[src/rtl/predictor_mvmult_row_driver.sv]
// predictor_mvmult_row_driver
// Initiator for an ap_ctrl_hs two-row matrix-vector core. It takes one operand beat,
// launches the core, captures both row results on their ap_vld strobes, and returns
// them as one output beat. A watchdog aborts the transaction if the core never finishes.
// Optional build macro PREDICTOR_DRV_LATENCY_EN adds the last_latency[15:0] output,
// which reports the launch-to-done cycle count of the last successful transaction.
module predictor_mvmult_row_driver #(
  parameter int DATA_W      = 64,
  parameter int BIAS_W      = 96,
  parameter int TIMEOUT_CYC = 64
) (
  input  logic              ap_clk,
  input  logic              ap_rst,
  input  logic              in_valid,
  output logic              in_ready,
  input  logic [DATA_W-1:0] in_x,
  input  logic [BIAS_W-1:0] in_bias,
  output logic              core_start,
  input  logic              core_ready,
  input  logic              core_done,
  input  logic              core_idle,
  output logic [DATA_W-1:0] core_x,
  output logic [BIAS_W-1:0] core_bias,
  input  logic [DATA_W-1:0] core_y0,
  input  logic              core_y0_vld,
  input  logic [DATA_W-1:0] core_y1,
  input  logic              core_y1_vld,
  output logic              out_valid,
  input  logic              out_ready,
  output logic [DATA_W-1:0] out_y0,
  output logic [DATA_W-1:0] out_y1,
  output logic              busy,
  output logic              err_timeout,
  output logic              err_missing
`ifdef PREDICTOR_DRV_LATENCY_EN
  ,
  output logic [15:0]       last_latency
`endif
);

  localparam int TW = (TIMEOUT_CYC > 2) ? $clog2(TIMEOUT_CYC) : 1;
  localparam logic [TW-1:0] TIMER_LAST = TW'(TIMEOUT_CYC - 1);

  typedef enum logic [1:0] {S_IDLE, S_LAUNCH, S_WAIT, S_HOLD} state_t;

  state_t            state_q, state_d;
  logic [DATA_W-1:0] core_x_q, core_x_d;
  logic [BIAS_W-1:0] core_bias_q, core_bias_d;
  logic [DATA_W-1:0] y0_q, y0_d, y1_q, y1_d;
  logic              f0_q, f0_d, f1_q, f1_d;
  logic [TW-1:0]     timer_q, timer_d;
  logic              err_timeout_q, err_timeout_d;
  logic              err_missing_q, err_missing_d;
`ifdef PREDICTOR_DRV_LATENCY_EN
  logic [15:0]       lat_q, lat_d;
  logic [31:0]       lat_full;
`endif

  logic accept;
  logic active;
  logic complete;
  logic expire;

  // core_idle is status only; nothing in the control path depends on it
  logic core_idle_unused;
  assign core_idle_unused = core_idle;

  assign accept   = (state_q == S_IDLE) && in_valid && !ap_rst;
  assign active   = (state_q == S_LAUNCH) || (state_q == S_WAIT);
  // done only counts in LAUNCH when the core also acknowledges the start that cycle
  assign complete = ((state_q == S_WAIT) && core_done) ||
                    ((state_q == S_LAUNCH) && core_ready && core_done);
  // completion in the expiry cycle takes priority over the watchdog
  assign expire   = active && (timer_q == TIMER_LAST) && !complete;

  // State register and all datapath flops, synchronous reset
  always_ff @(posedge ap_clk) begin
    if (ap_rst) begin
      state_q       <= S_IDLE;
      core_x_q      <= '0;
      core_bias_q   <= '0;
      y0_q          <= '0;
      y1_q          <= '0;
      f0_q          <= 1'b0;
      f1_q          <= 1'b0;
      timer_q       <= '0;
      err_timeout_q <= 1'b0;
      err_missing_q <= 1'b0;
`ifdef PREDICTOR_DRV_LATENCY_EN
      lat_q         <= '0;
`endif
    end else begin
      state_q       <= state_d;
      core_x_q      <= core_x_d;
      core_bias_q   <= core_bias_d;
      y0_q          <= y0_d;
      y1_q          <= y1_d;
      f0_q          <= f0_d;
      f1_q          <= f1_d;
      timer_q       <= timer_d;
      err_timeout_q <= err_timeout_d;
      err_missing_q <= err_missing_d;
`ifdef PREDICTOR_DRV_LATENCY_EN
      lat_q         <= lat_d;
`endif
    end
  end

  // Next-state decision
  always_comb begin
    state_d = state_q;
    case (state_q)
      S_IDLE:   if (in_valid) state_d = S_LAUNCH;
      S_LAUNCH: begin
        if (complete)        state_d = S_HOLD;
        else if (expire)     state_d = S_IDLE;
        else if (core_ready) state_d = S_WAIT;
      end
      S_WAIT: begin
        if (complete)        state_d = S_HOLD;
        else if (expire)     state_d = S_IDLE;
      end
      S_HOLD:   if (out_ready) state_d = S_IDLE;
      default:  state_d = S_IDLE;
    endcase
  end

  // Operand latch, result capture, watchdog timer and sticky error flags
  always_comb begin
    core_x_d      = core_x_q;
    core_bias_d   = core_bias_q;
    y0_d          = y0_q;
    y1_d          = y1_q;
    f0_d          = f0_q;
    f1_d          = f1_q;
    timer_d       = timer_q;
    err_timeout_d = err_timeout_q;
    err_missing_d = err_missing_q;
`ifdef PREDICTOR_DRV_LATENCY_EN
    lat_d         = lat_q;
    lat_full      = 32'(timer_q) + 32'd1;
`endif
    if (accept) begin
      // a fresh beat clears the previous results so a missing lane reads as zero
      core_x_d    = in_x;
      core_bias_d = in_bias;
      y0_d        = '0;
      y1_d        = '0;
      f0_d        = 1'b0;
      f1_d        = 1'b0;
      timer_d     = '0;
    end
    if (active) begin
      timer_d = timer_q + TW'(1);
      if (core_y0_vld) begin
        y0_d = core_y0;
        f0_d = 1'b1;
      end
      if (core_y1_vld) begin
        y1_d = core_y1;
        f1_d = 1'b1;
      end
      if (complete && !(f0_d && f1_d)) err_missing_d = 1'b1;
      if (expire) err_timeout_d = 1'b1;
`ifdef PREDICTOR_DRV_LATENCY_EN
      // timer counts from the first core_start cycle, so done-cycle latency is timer+1
      if (complete) lat_d = (lat_full > 32'h0000_FFFF) ? 16'hFFFF : lat_full[15:0];
`endif
    end
  end

  // Outputs decoded from state and registered datapath
  always_comb begin
    in_ready    = (state_q == S_IDLE) && !ap_rst;
    core_start  = (state_q == S_LAUNCH);
    out_valid   = (state_q == S_HOLD);
    busy        = (state_q != S_IDLE);
    core_x      = core_x_q;
    core_bias   = core_bias_q;
    out_y0      = y0_q;
    out_y1      = y1_q;
    err_timeout = err_timeout_q;
    err_missing = err_missing_q;
`ifdef PREDICTOR_DRV_LATENCY_EN
    last_latency = lat_q;
`endif
  end

endmodule

[config.mk]
export PLATFORM = sky130hd
export DESIGN_NAME = predictor_mvmult_row_driver
export DESIGN_NICKNAME = d
export VERILOG_FILES = /design/src/rtl/predictor_mvmult_row_driver.sv
export SDC_FILE = /design/constraint.sdc
export NUM_CORES = 1
export LEC_CHECK = 0
export BUFFER_PORTS_ARGS = -buffer_cell sky130_fd_sc_hd__buf_2
export CORE_AREA = 3 3 227 229
export DETAILED_ROUTE_END_ITERATION = 12
export DIE_AREA = 0 0 230 232
export PLACE_DENSITY_LB_ADDON = 0.1
export SYNTH_ARGS = -nofsm -noshare
export SYNTH_HDL_FRONTEND = slang
export SYNTH_SLANG_ARGS = --single-unit
[constraint.sdc]
create_clock -name ap_clk -period 1.95 [get_ports ap_clk]
set_input_delay 0.39 -clock ap_clk [delete_from_list [all_inputs] [get_ports ap_clk]]
set_output_delay 0.39 -clock ap_clk [all_outputs]
set_load 0.02 [all_outputs]
== Word-level counts from Yosys, hierarchy flattened ==
Index checks and enable logic that the tools add are counted.

* Bits in registers: 300
* Input port bits: 297
* Output and inout bits: 294
* Logic and storage cells: 64

* $add $sub $neg: 1
* Equal/unequal tests: 8
* Mux-type cells: 24
* Reductions and logical operators: 21

{| class="wikitable"
|+ Operator list
! kind !! number
|-
| $mux W64 || 6
|-
| $mux W2 || 7
|-
| $mux W6 || 2
|-
| $logic_and A1 B1 Y1 || 10
|-
| $mux W1 || 8
|-
| $pmux W2 S4 || 1
|-
| $add A6 B1 Y6 const B || 1
|-
| $eq A6 B6 Y1 const B || 1
|-
| $eq A2 B2 Y1 const B || 2
|-
| $ne A4 B1 Y1 const B || 1
|-
| $reduce_and A2 Y1 || 2
|-
| $reduce_and A4 Y1 || 1
|-
| $reduce_bool A2 Y1 || 2
|-
| $logic_not A1 Y1 || 3
|-
| $ne A3 B3 Y1 const B || 1
|-
| $eq A2 B1 Y1 const B || 1
|-
| $logic_not A2 Y1 || 1
|-
| $logic_or A1 B1 Y1 || 2
|-
| $ne A2 B1 Y1 const B || 1
|-
| $ne A2 B2 Y1 const B || 1
|}

== Depth between registers and ports, before layout ==
Gate-level depths: netlist (run 1).

* Depth after elaboration: 10
* Depth in mapped cells: 8
* Gate-level depth less buffers: 6

== Least setup slack after synthesis (run 1) ==
OpenSTA, ideal clock, no wires.

* Path type: reg2reg
* Start point: register state_q[0]
* End point: register state_q[0]
* Library setup time: 70 ps
* Data arrival time: 1545 ps
* Data required time: 1880 ps
* Slack: 334 ps
* Cell stages (with the launch flop): 7
* Buffers on the path: 0
* Clock period less this slack: 1616 ps
* Cell sequence: dfxtp_1 -> inv_1 -> ha_1 -> nand2_1 -> o32a_1 -> a211o_1 -> a21oi_1

* Longest elaborated chain between the ends: 9
* Elaborated cells on any way between the ends: 21
* Classes of those cells: eq/ne: 7; mux: 4; reduce/logical: 10

{| class="wikitable"
|+ Ends and longest elaborated chain
! item !! RTL line !! source
|-
| start, declared || 46 || <nowiki>state_t state_q, state_d;</nowiki>
|-
| start signal, assigned || 93 || <nowiki>state_q <= state_d;</nowiki>
|-
| $eq A2 B1 Y1 || 69, 72, 112 ||
|-
| $logic_and A1 B1 Y1 (2 in a row) || 72 || <nowiki>((state_q == S_LAUNCH) && core_ready && core_done);</nowiki>
|-
| $logic_or A1 B1 Y1 || 71 || <nowiki>assign complete = ((state_q == S_WAIT) && core_done) ||</nowiki>
|-
| $logic_not A1 Y1 || 74 || <nowiki>assign expire = active && (timer_q == TIMER_LAST) && !complete;</nowiki>
|-
| $logic_and A1 B1 Y1 || 74 ||
|-
| $mux W2 || 116 || <nowiki>else if (expire) state_d = S_IDLE;</nowiki>
|-
| $mux W2 || 115 || <nowiki>if (complete) state_d = S_HOLD;</nowiki>
|-
| $pmux W2 S4 || 112 || <nowiki>case (state_q)</nowiki>
|}

Parallel ways exist; a longest one is shown, timed or not.
A chain may end at the register's enable or synchronous reset.

== Final worst setup path (run 1) ==
* Start point: register state_q[0]
* End point: output port in_ready

* Longest elaborated chain between the ends: 2

{| class="wikitable"
|+ Ends and longest elaborated chain
! item !! RTL line !! source
|-
| $logic_not A2 Y1 || 174 || <nowiki>in_ready = (state_q == S_IDLE) && !ap_rst;</nowiki>
|-
| $logic_and A1 B1 Y1 || 174 ||
|-
| end, declared || 15 || <nowiki>output logic in_ready,</nowiki>
|}

Every way passes these cells.

==> flow_summary.json, run 1 <==
{
  "grtUsageMet1_pct": 18.46,
  "globalRouteMet2Util_pct": 26.24,
  "hold_viol": 0,
  "synth_top_area_share_pct": 55.92,
  "worstSetupStartpointType": "register",
  "rr_endpoint": "out_y0[29]",
  "synth_compound_area_share_pct": 7.585,
  "hold-worst-slack_ns": 0.03961,
  "syn_nets": 1649,
  "grt_overflow_total": 0,
  "slew_violations": 0,
  "maxSlewHeadroom_pct": 60.74,
  "hold_class": "input port to register",
  "rsz0062_at_grt": "no",
  "cts_max_level": 2,
  "fin_tns_setup_ns": 0,
  "max_slew.worst_pin.slew_ns": 0.5889,
  "ys_types": 33,
  "initial_core_util_pct": 21.54,
  "stdcell_count": 2639,
  "gp_congestion": 0.8164,
  "clock_skew_ns": 0.01122,
  "reg2regPathDepth": 7,
  "clockBufferDepth": 3,
  "synth_mux_area_share_pct": 0.09321,
  "layout-drive-gt1-share_pct": 35.63,
  "synth-xor-area-share_pct": 0,
  "p_per_area_nw_per_um2": 1069,
  "critPathCaptureType": "primary output",
  "insertion_delay_ns": 0.53,
  "grt_use_total_pct": 15.53,
  "yosysWarnings": 0,
  "area_growth_pct": 49.71,
  "power_leakage_nw": 7.984,
  "root_buffer": "clkbuf_16",
  "drt_iter0_drc": 536,
  "die_h_um": 232,
  "reg2reg_from": "state_q[1]",
  "synth-simple-area-share_pct": 30.57,
  "ir_drop_mv": 0.6579,
  "setup_violations": 0,
  "fill_cells": 5538,
  "fp.dieW_um": 230,
  "final_cell_mix": "587 x buf_2, 453 x nand2_1, 299 x dfxtp_1",
  "crit_path_max_fanout": 4,
  "synth_flop_cell": "dfxtp_1",
  "synth_top_family_by_area": "simple AND/OR/NAND/NOR gates",
  "status": "completed",
  "final_common_cell": "buf_2",
  "syn_area_per_cell_um2": 7.978,
  "row_count": 82,
  "antenna_found_initial": 12,
  "grt_first_pass_wirelength_um": 65480,
  "ant_nets": 0,
  "cts_sinks": 300,
  "path_class": "register to primary output",
  "design.core.area_um2": 49860,
  "total_power_mw": 17.18,
  "period_share_pct": 93.07,
  "grtUsageMet3_pct": 5.152,
  "dp_cells": 2535,
  "ioPinCount": 591,
  "grt_max_degree": 107,
  "synth_fa_ha_area_share_pct": 0.6991,
  "period_needed_ns": 1.815,
  "async_reset_ff_share_pct": 0,
  "busiest_layer": "met2",
  "synth-seq-cells": 300,
  "num_vias": 11332,
  "worstPathRequired_ns": 1.56,
  "fmax_ghz": 0.5510,
  "synth_edf_count": 0,
  "die_area_um2": 53360,
  "dp_hpwl_um": 31470,
  "final_nets": 2236,
  "grt_pass1_vias": 10791,
  "first_pass_iters": 6,
  "worstHoldStart": "in_bias[2]",
  "yosys.area.top_type": "dfxtp_1",
  "arrival_ns": 1.42,
  "viasPerCell": 4.294,
  "maxCapViolCount": 0,
  "cts-buffers-inserted": 38,
  "syn_inst": 1346,
  "portBuffers": 589,
  "cts_tree": "done",
  "routedWlPerCell_um": 16.77,
  "min_to": "core_bias[2]",
  "syn-cell-area_um2": 10740,
  "wl_um": 44250,
  "yosysSeqAreaShare_pct": 55.92,
  "reg2reg_slack_ns": 0.26,
  "drc_errors": 0,
  "clkTransAtPathRegs_ns": 0.06,
  "whs_path_depth": 3,
  "synth_area_leaders": "dfxtp_1 56%, nand2_1 16%, nand3_1 14%"
}
[layout make-up]
type	instances	area (um2)	area share (%)
diodes	8	20.02	0.1245
repair buffers	657	3812	23.71
clock inverters	10	60.06	0.3735
inverters	7	28.78	0.1790
clock buffers	56	1100	6.840
flip-flops and latches	300	6007	37.36
well taps	672	840.8	5.230
multi-input cells	929	4209	26.18
[repair_timing]
action                                 CTS  global route
cloned                                   1             0
buffers inserted                         1             0
hold buffers                            28             0
setup endpoints to repair                3             4
endpoints found under the hold margin   28             0
pin swaps                                2             0
gates resized for setup                  8             1
[worst max-delay path by stage]
stage,cells after the start,startpoint,end,slack (ns)
final,5,state_q[0],in_ready,0.14
after global placement,7,state_q[0],err_missing,0.09
after CTS,5,state_q[1],in_ready,0.01
after floorplan,6,state_q[0],state_q[0],0.33
after detailed placement,7,state_q[0],err_missing,-0.05
after global routing,5,state_q[1],in_ready,0.05
[worst max-delay path, cell delays in order, from the launching register on]
cell,delay [ns]
dfxtp_2,0.34
inv_2,0.09
ha_4,0.15
inv_2,0.05
nor2_2,0.13
buf_6,0.14
[power by group]
| group | switching, mW | internal, mW | leakage [nW] | total, mW |
|---|---|---|---|---|
| combinational | 2.30 | 1.26 | 4.96 | 3.56 |
| clock | 2.71 | 3.90 | 0.573 | 6.61 |
| sequential | 0.284 | 6.73 | 2.46 | 7.01 |
| total | 5.29 | 11.9 | 7.98 | 17.2 |
[logic make-up after synthesis]
| group | count (synthesis) |
|---|---|
| flip-flops | 300 |
| AND/OR/NAND/NOR | 767 |
| multiplexers | 1 |
| adder cells (fa/ha/maj) | 6 |
| AO/OA/AOI/OAI | 155 |
| buffers and inverters | 117 |
[stage by stage]
stage	setup WS (ns)	instance area, um2	utilization, %
global route	0.04539	16070	32.23
floorplan	0.3341	10740	-
global placement	0.08662	14560	29.19
detailed placement	-0.04522	14560	29.19
CTS	0.01403	16050	32.18
finish	0.1351	16080	32.24
[sequential cells by signal, summed over array words and instances (netlist names)]
name	count
core_bias	96
f0_q	1
core_x	64
out_y1	64
f1_q	1
err_timeout	1
out_y0	64
err_missing	1
state_q	2
timer_q	6
[Yosys cell counts, types with 2 or more instances]
| library cell | n |
|---|---|
| a211oi_1 | 2 |
| a21oi_1 | 140 |
| a41oi_1 | 2 |
| and2_1 | 2 |
| buf_1 | 14 |
| buf_2 | 23 |
| buf_4 | 22 |
| clkbuf_1 | 51 |
| dfxtp_1 | 300 |
| ha_1 | 6 |
| inv_1 | 6 |
| nand2_1 | 455 |
| nand3_1 | 291 |
| nand3b_1 | 2 |
| nor2_1 | 8 |
| nor2b_1 | 2 |
| o21ai_0 | 3 |
| or4_1 | 2 |
[routing by layer]
metal	wire length, um	part of all wire, %
met2	21520	49
met3	3655	8.3
met5	67	0.15
met4	1167	2.6
met1	17840	40
No activity file was read; power rests on OpenSTA's default activity.
==> inputs of run 2 (changes only) <==
- REMOVE_ABC_BUFFERS: unset -> 1
==> flow_summary.json, run 2 (synthesis gave the netlist of run 1 again) <==
{
  "grt_use_total_pct": 16.01,
  "worstPathRequired_ns": 1.56,
  "clock_skew_ns": 0.01287,
  "hold_viol": 0,
  "reg2regPathDepth": 7,
  "fill_cells": 5562,
  "final_nets": 2202,
  "slew_violations": 0,
  "fp.dieW_um": 230,
  "postCtsHoldBufs": 0,
  "rsz0062_at_grt": "no",
  "wl_um": 45070,
  "rr_endpoint": "out_y1[34]",
  "viasPerCell": 4.278,
  "crit_path_max_fanout": 4,
  "min_to": "core_bias[92]",
  "grt_overflow_total": 0,
  "design.core.area_um2": 49860,
  "slowest_stage": "dfxtp_2",
  "first_pass_iters": 5,
  "grt_pass1_vias": 10754,
  "clkTransAtPathRegs_ns": 0.06,
  "grt_first_pass_wirelength_um": 67010,
  "maxCapViolCount": 0,
  "largest_register_ffs": 96,
  "num_vias": 11123,
  "critPathCaptureType": "primary output",
  "power_leakage_nw": 7.831,
  "period_needed_ns": 1.817,
  "reg2reg_from": "state_q[1]",
  "fmax_ghz": 0.5502,
  "die_h_um": 232,
  "clockBufferDepth": 3,
  "ir_drop_mv": 0.6966,
  "final_cell_mix": "587 x buf_2, 453 x nand2_1, 299 x dfxtp_1",
  "ioPinCount": 591,
  "fin_tns_setup_ns": 0,
  "dp_hpwl_um": 32760,
  "cts_tree": "done",
  "die_area_um2": 53360,
  "post_cts_buffers": 0,
  "antenna_found_initial": 16,
  "period_share_pct": 93.20,
  "drc_errors": 0,
  "reg2reg_slack_ns": 0.31,
  "arrival_ns": 1.43,
  "cts-buffers-inserted": 37,
  "layout-drive-gt1-share_pct": 35.75,
  "hold_class": "input port to register",
  "final_common_cell": "buf_2",
  "setup_violations": 0,
  "insertion_delay_ns": 0.53,
  "row_count": 82,
  "cts_max_level": 2,
  "status": "completed",
  "area_growth_pct": 46.70,
  "gp_congestion": 0.7769,
  "final_core_util_pct": 31.59,
  "cts_sinks": 300,
  "whs_path_depth": 3,
  "path_delay_family": "flip-flops",
  "p_per_area_nw_per_um2": 1102,
  "ant_nets": 0,
  "path_buf_inv": 3,
  "seqCellArea_um2": 6007,
  "grt_max_degree": 93,
  "max_stage_delay_ns": 0.34,
  "portBuffers": 589,
  "maxSlewHeadroom_pct": 69.61,
  "worstSetupStartpointType": "register",
  "path_cells": "inv_2, ha_4, inv_1, nor2_1, buf_4",
  "max_slew.worst_pin.slew_ns": 0.4558,
  "routedWlPerCell_um": 17.33,
  "drt_iter0_drc": 507,
  "worstHoldStart": "in_bias[92]",
  "initial_core_util_pct": 21.54,
  "root_buffer": "clkbuf_16",
  "path_class": "register to primary output",
  "multi_input_area_um2": 4207
}
[run 2: cell count changes in the layout (fill, tap and decap cells not counted), sizes merged]
cell         delta
clkinvlp        -1
buf             -4
bufbuf          -1
diode           +1
dlygate4sd3    -28
inv             -1
clkbuf          -2
bufinv          +4
clkinv          -7
[run 2: worst min-delay path, stage by stage]
cell     delay (ns)
buf_2          0.07
nand2_1        0.04
nand2_1        0.04
[run 2: metal layers]
layer	track usage, %	vias up	part of all wire, %
met5	0	-	0.19
met2	26.55	388	47
met3	6.612	74	9.8
met1	19.02	5097	41
met4	4.618	14	2.2
li1	-	5550	-
[run 2: final cells by class]
cell class,instances,share of cell area (%)
sequential,300,38.13
multi-input combinational,929,26.70
timing repair buffer,624,21.92
clock buffer,54,6.791
tap,672,5.337
clock inverter,5,0.7942
inverter,7,0.1827
antenna,9,0.1430
[run 2: power breakdown]
part | internal, mW | leakage [nW] | total (mW) | switching, mW
clock | 4.29 | 0.585 | 6.90 | 2.61
sequential | 6.72 | 2.46 | 7.00 | 0.279
combinational | 1.19 | 4.79 | 3.46 | 2.27
[run 2: per-stage QoR]
stage | setup slack [ns] | power [mW] | area (um2) | hold slack (ns) | cells
5_1_grt | 0.03406 | 18.28 | 15740 | 0.02159 | 2593
4_1_cts | 0.006559 | 17.73 | 15720 | 0.0001355 | 2591
3_3_place_gp | 0.2084 | 10.63 | 14520 | 0.4397 | 2532
2_1_floorplan | -4.940 | 8.954 | 10210 | 0.4321 | 1236
6_report | 0.1326 | 17.36 | 15750 | 0.04353 | 2600
3_5_place_dp | 0.1680 | 10.65 | 14520 | 0.4413 | 2532
[run 2: repair_timing]
item / CTS / global route
resized for setup: 2 / 4
endpoints found under the setup margin: 2 / 2
endpoints found under the hold margin: 0 / 0
[run 2: worst max-delay path by stage]
stage,cells past startpoint,start,to
after floorplan,6,state_q[1],err_missing
after global placement,6,ap_rst,err_missing
after detailed placement,7,state_q[1],out_y1[13]
after CTS,5,state_q[1],in_ready
after global routing,5,state_q[1],in_ready
final,5,state_q[1],in_ready
==> inputs of run 3 (changes only) <==
- ABC_CLOCK_PERIOD_IN_PS: unset -> 1950
- CELL_PAD_IN_SITES_DETAIL_PLACEMENT: unset -> 0
- CELL_PAD_IN_SITES_GLOBAL_PLACEMENT: unset -> 1
- CORE_AREA: 3 3 227 229 -> 3 3 230 232
- DIE_AREA: 0 0 230 232 -> 0 0 233 235
- SKIP_CTS_REPAIR_TIMING: unset -> 1
==> flow_summary.json, run 3 (synthesis gave the netlist of run 1 again) <==
{
  "worstHoldStart": "in_bias[3]",
  "status": "completed",
  "worstSetupStartpointType": "register",
  "row_count": 83,
  "path_class": "register to primary output",
  "layout-drive-gt1-share_pct": 36.15,
  "ir_drop_mv": 0.5001,
  "final_common_cell": "buf_2",
  "p_per_area_nw_per_um2": 1133,
  "worstPathRequired_ns": 1.56,
  "grt_overflow_total": 0,
  "ioPinCount": 591,
  "insertion_delay_ns": 0.54,
  "fin_tns_setup_ns": 0,
  "reg2reg_from": "state_q[1]",
  "grt_first_pass_wirelength_um": 68610,
  "grt_use_total_pct": 16.26,
  "dp_hpwl_um": 33980,
  "design.core.area_um2": 51200,
  "rr_endpoint": "out_y0[17]",
  "gp_congestion": 0.7785,
  "period_share_pct": 94.14,
  "clock_skew_ns": 0.01537,
  "whs_path_depth": 3,
  "final_cell_mix": "587 x buf_2, 453 x nand2_1, 299 x dfxtp_1",
  "viasPerCell": 4.259,
  "wl_um": 46910,
  "die_area_um2": 54760,
  "setup_violations": 0,
  "rsz0062_at_grt": "no",
  "arrival_ns": 1.45,
  "fmax_ghz": 0.5447,
  "hold_viol": 0,
  "maxCapViolCount": 0,
  "clkTransAtPathRegs_ns": 0.06,
  "cts_sinks": 300,
  "reg2regPathDepth": 7,
  "root_buffer": "clkbuf_16",
  "fill_cells": 5677,
  "power_leakage_nw": 7.913,
  "slew_violations": 0,
  "largest_register_ffs": 96,
  "period_needed_ns": 1.836,
  "drt_iter0_drc": 496,
  "area_growth_pct": 48.16,
  "final_core_util_pct": 31.08,
  "cts-buffers-inserted": 39,
  "final_nets": 2202,
  "cts_tree": "done",
  "first_pass_iters": 5,
  "min_to": "core_bias[3]",
  "place_area_um2": 14520,
  "fin_area_um2": 15910,
  "fp.dieW_um": 233,
  "antenna_found_initial": 18,
  "critPathCaptureType": "primary output",
  "maxSlewHeadroom_pct": 60.66,
  "clockBufferDepth": 3,
  "ant_nets": 0,
  "hold_class": "input port to register",
  "drc_errors": 0,
  "routedWlPerCell_um": 17.94,
  "die_h_um": 235,
  "portBuffers": 589,
  "grt_pass1_vias": 10692,
  "num_vias": 11137,
  "reg2reg_slack_ns": 0.19,
  "crit_path_max_fanout": 4,
  "grt_max_degree": 105,
  "cts_max_level": 2,
  "max_slew.worst_pin.slew_ns": 0.5902,
  "initial_core_util_pct": 20.98
}
-- run 3: changes by cell type in the layout (fill, tap and decap cells not counted), moves of 2 or more --
cell / change
clkbuf_16: +4
clkbuf_8: +3
clkinv_2: +3
buf_4: -2
diode_2: -2
-- run 3: routing by layer --
| layer | global-route usage [%] | up-vias | wire, um |
|---|---|---|---|
| met1 | 18.91 | 5080 | 18750 |
| met5 | 0 | - | 110 |
| li1 | - | 5571 | - |
| met2 | 27.11 | 388 | 22180 |
| met4 | 4.237 | 18 | 1005 |
| met3 | 7.299 | 80 | 4866 |
-- run 3: worst max-delay path by stage --
stage	to	start	cells after the start	slack, ns
CTS	in_ready	state_q[0]	5	-0.16
floorplan	err_missing	state_q[1]	6	-4.94
global route	in_ready	state_q[1]	5	0.03
detailed placement	out_y0[28]	state_q[0]	7	0.12
finish	in_ready	state_q[1]	5	0.11
global placement	out_y0[56]	state_q[0]	7	0.16
-- run 3: final cells by class --
class / count / area, um2 / area share (%)
Timing Repair Buffer: 622 / 3438 / 21.61
Inverter: 7 / 28.78 / 0.1809
Sequential cell: 300 / 6007 / 37.75
Tap cell: 680 / 850.8 / 5.347
Clock buffer: 61 / 1211 / 7.612
Clock inverter: 9 / 148.9 / 0.9358
Multi-Input combinational cell: 929 / 4209 / 26.45
Antenna cell: 7 / 17.52 / 0.1101
-- run 3: per-stage QoR --
step | total power [mW] | instances | hold WS (ns) | worst slack, ns
after global placement | 10.64 | 2538 | 0.4334 | 0.1574
after global routing | 18.99 | 2612 | 0.009366 | 0.03093
after detailed placement | 10.67 | 2538 | 0.4410 | 0.1192
after CTS | 18.40 | 2608 | -0.01467 | -0.1552
final | 18.02 | 2615 | 0.03256 | 0.1143
after floorplan | 8.954 | 1236 | 0.4321 | -4.940
-- run 3: critical path: stages (launching register included) --
cell and delay [ns]:
dfxtp_1 0.37, inv_2 0.08, ha_4 0.17, inv_2 0.08
nor2_2 0.04, buf_4 0.15
-- run 3: power breakdown --
group	total (mW)	switching [mW]	internal, mW
Combinational	3.48	2.31	1.17
Sequential	7.00	0.277	6.73
Clock	7.54	2.76	4.78
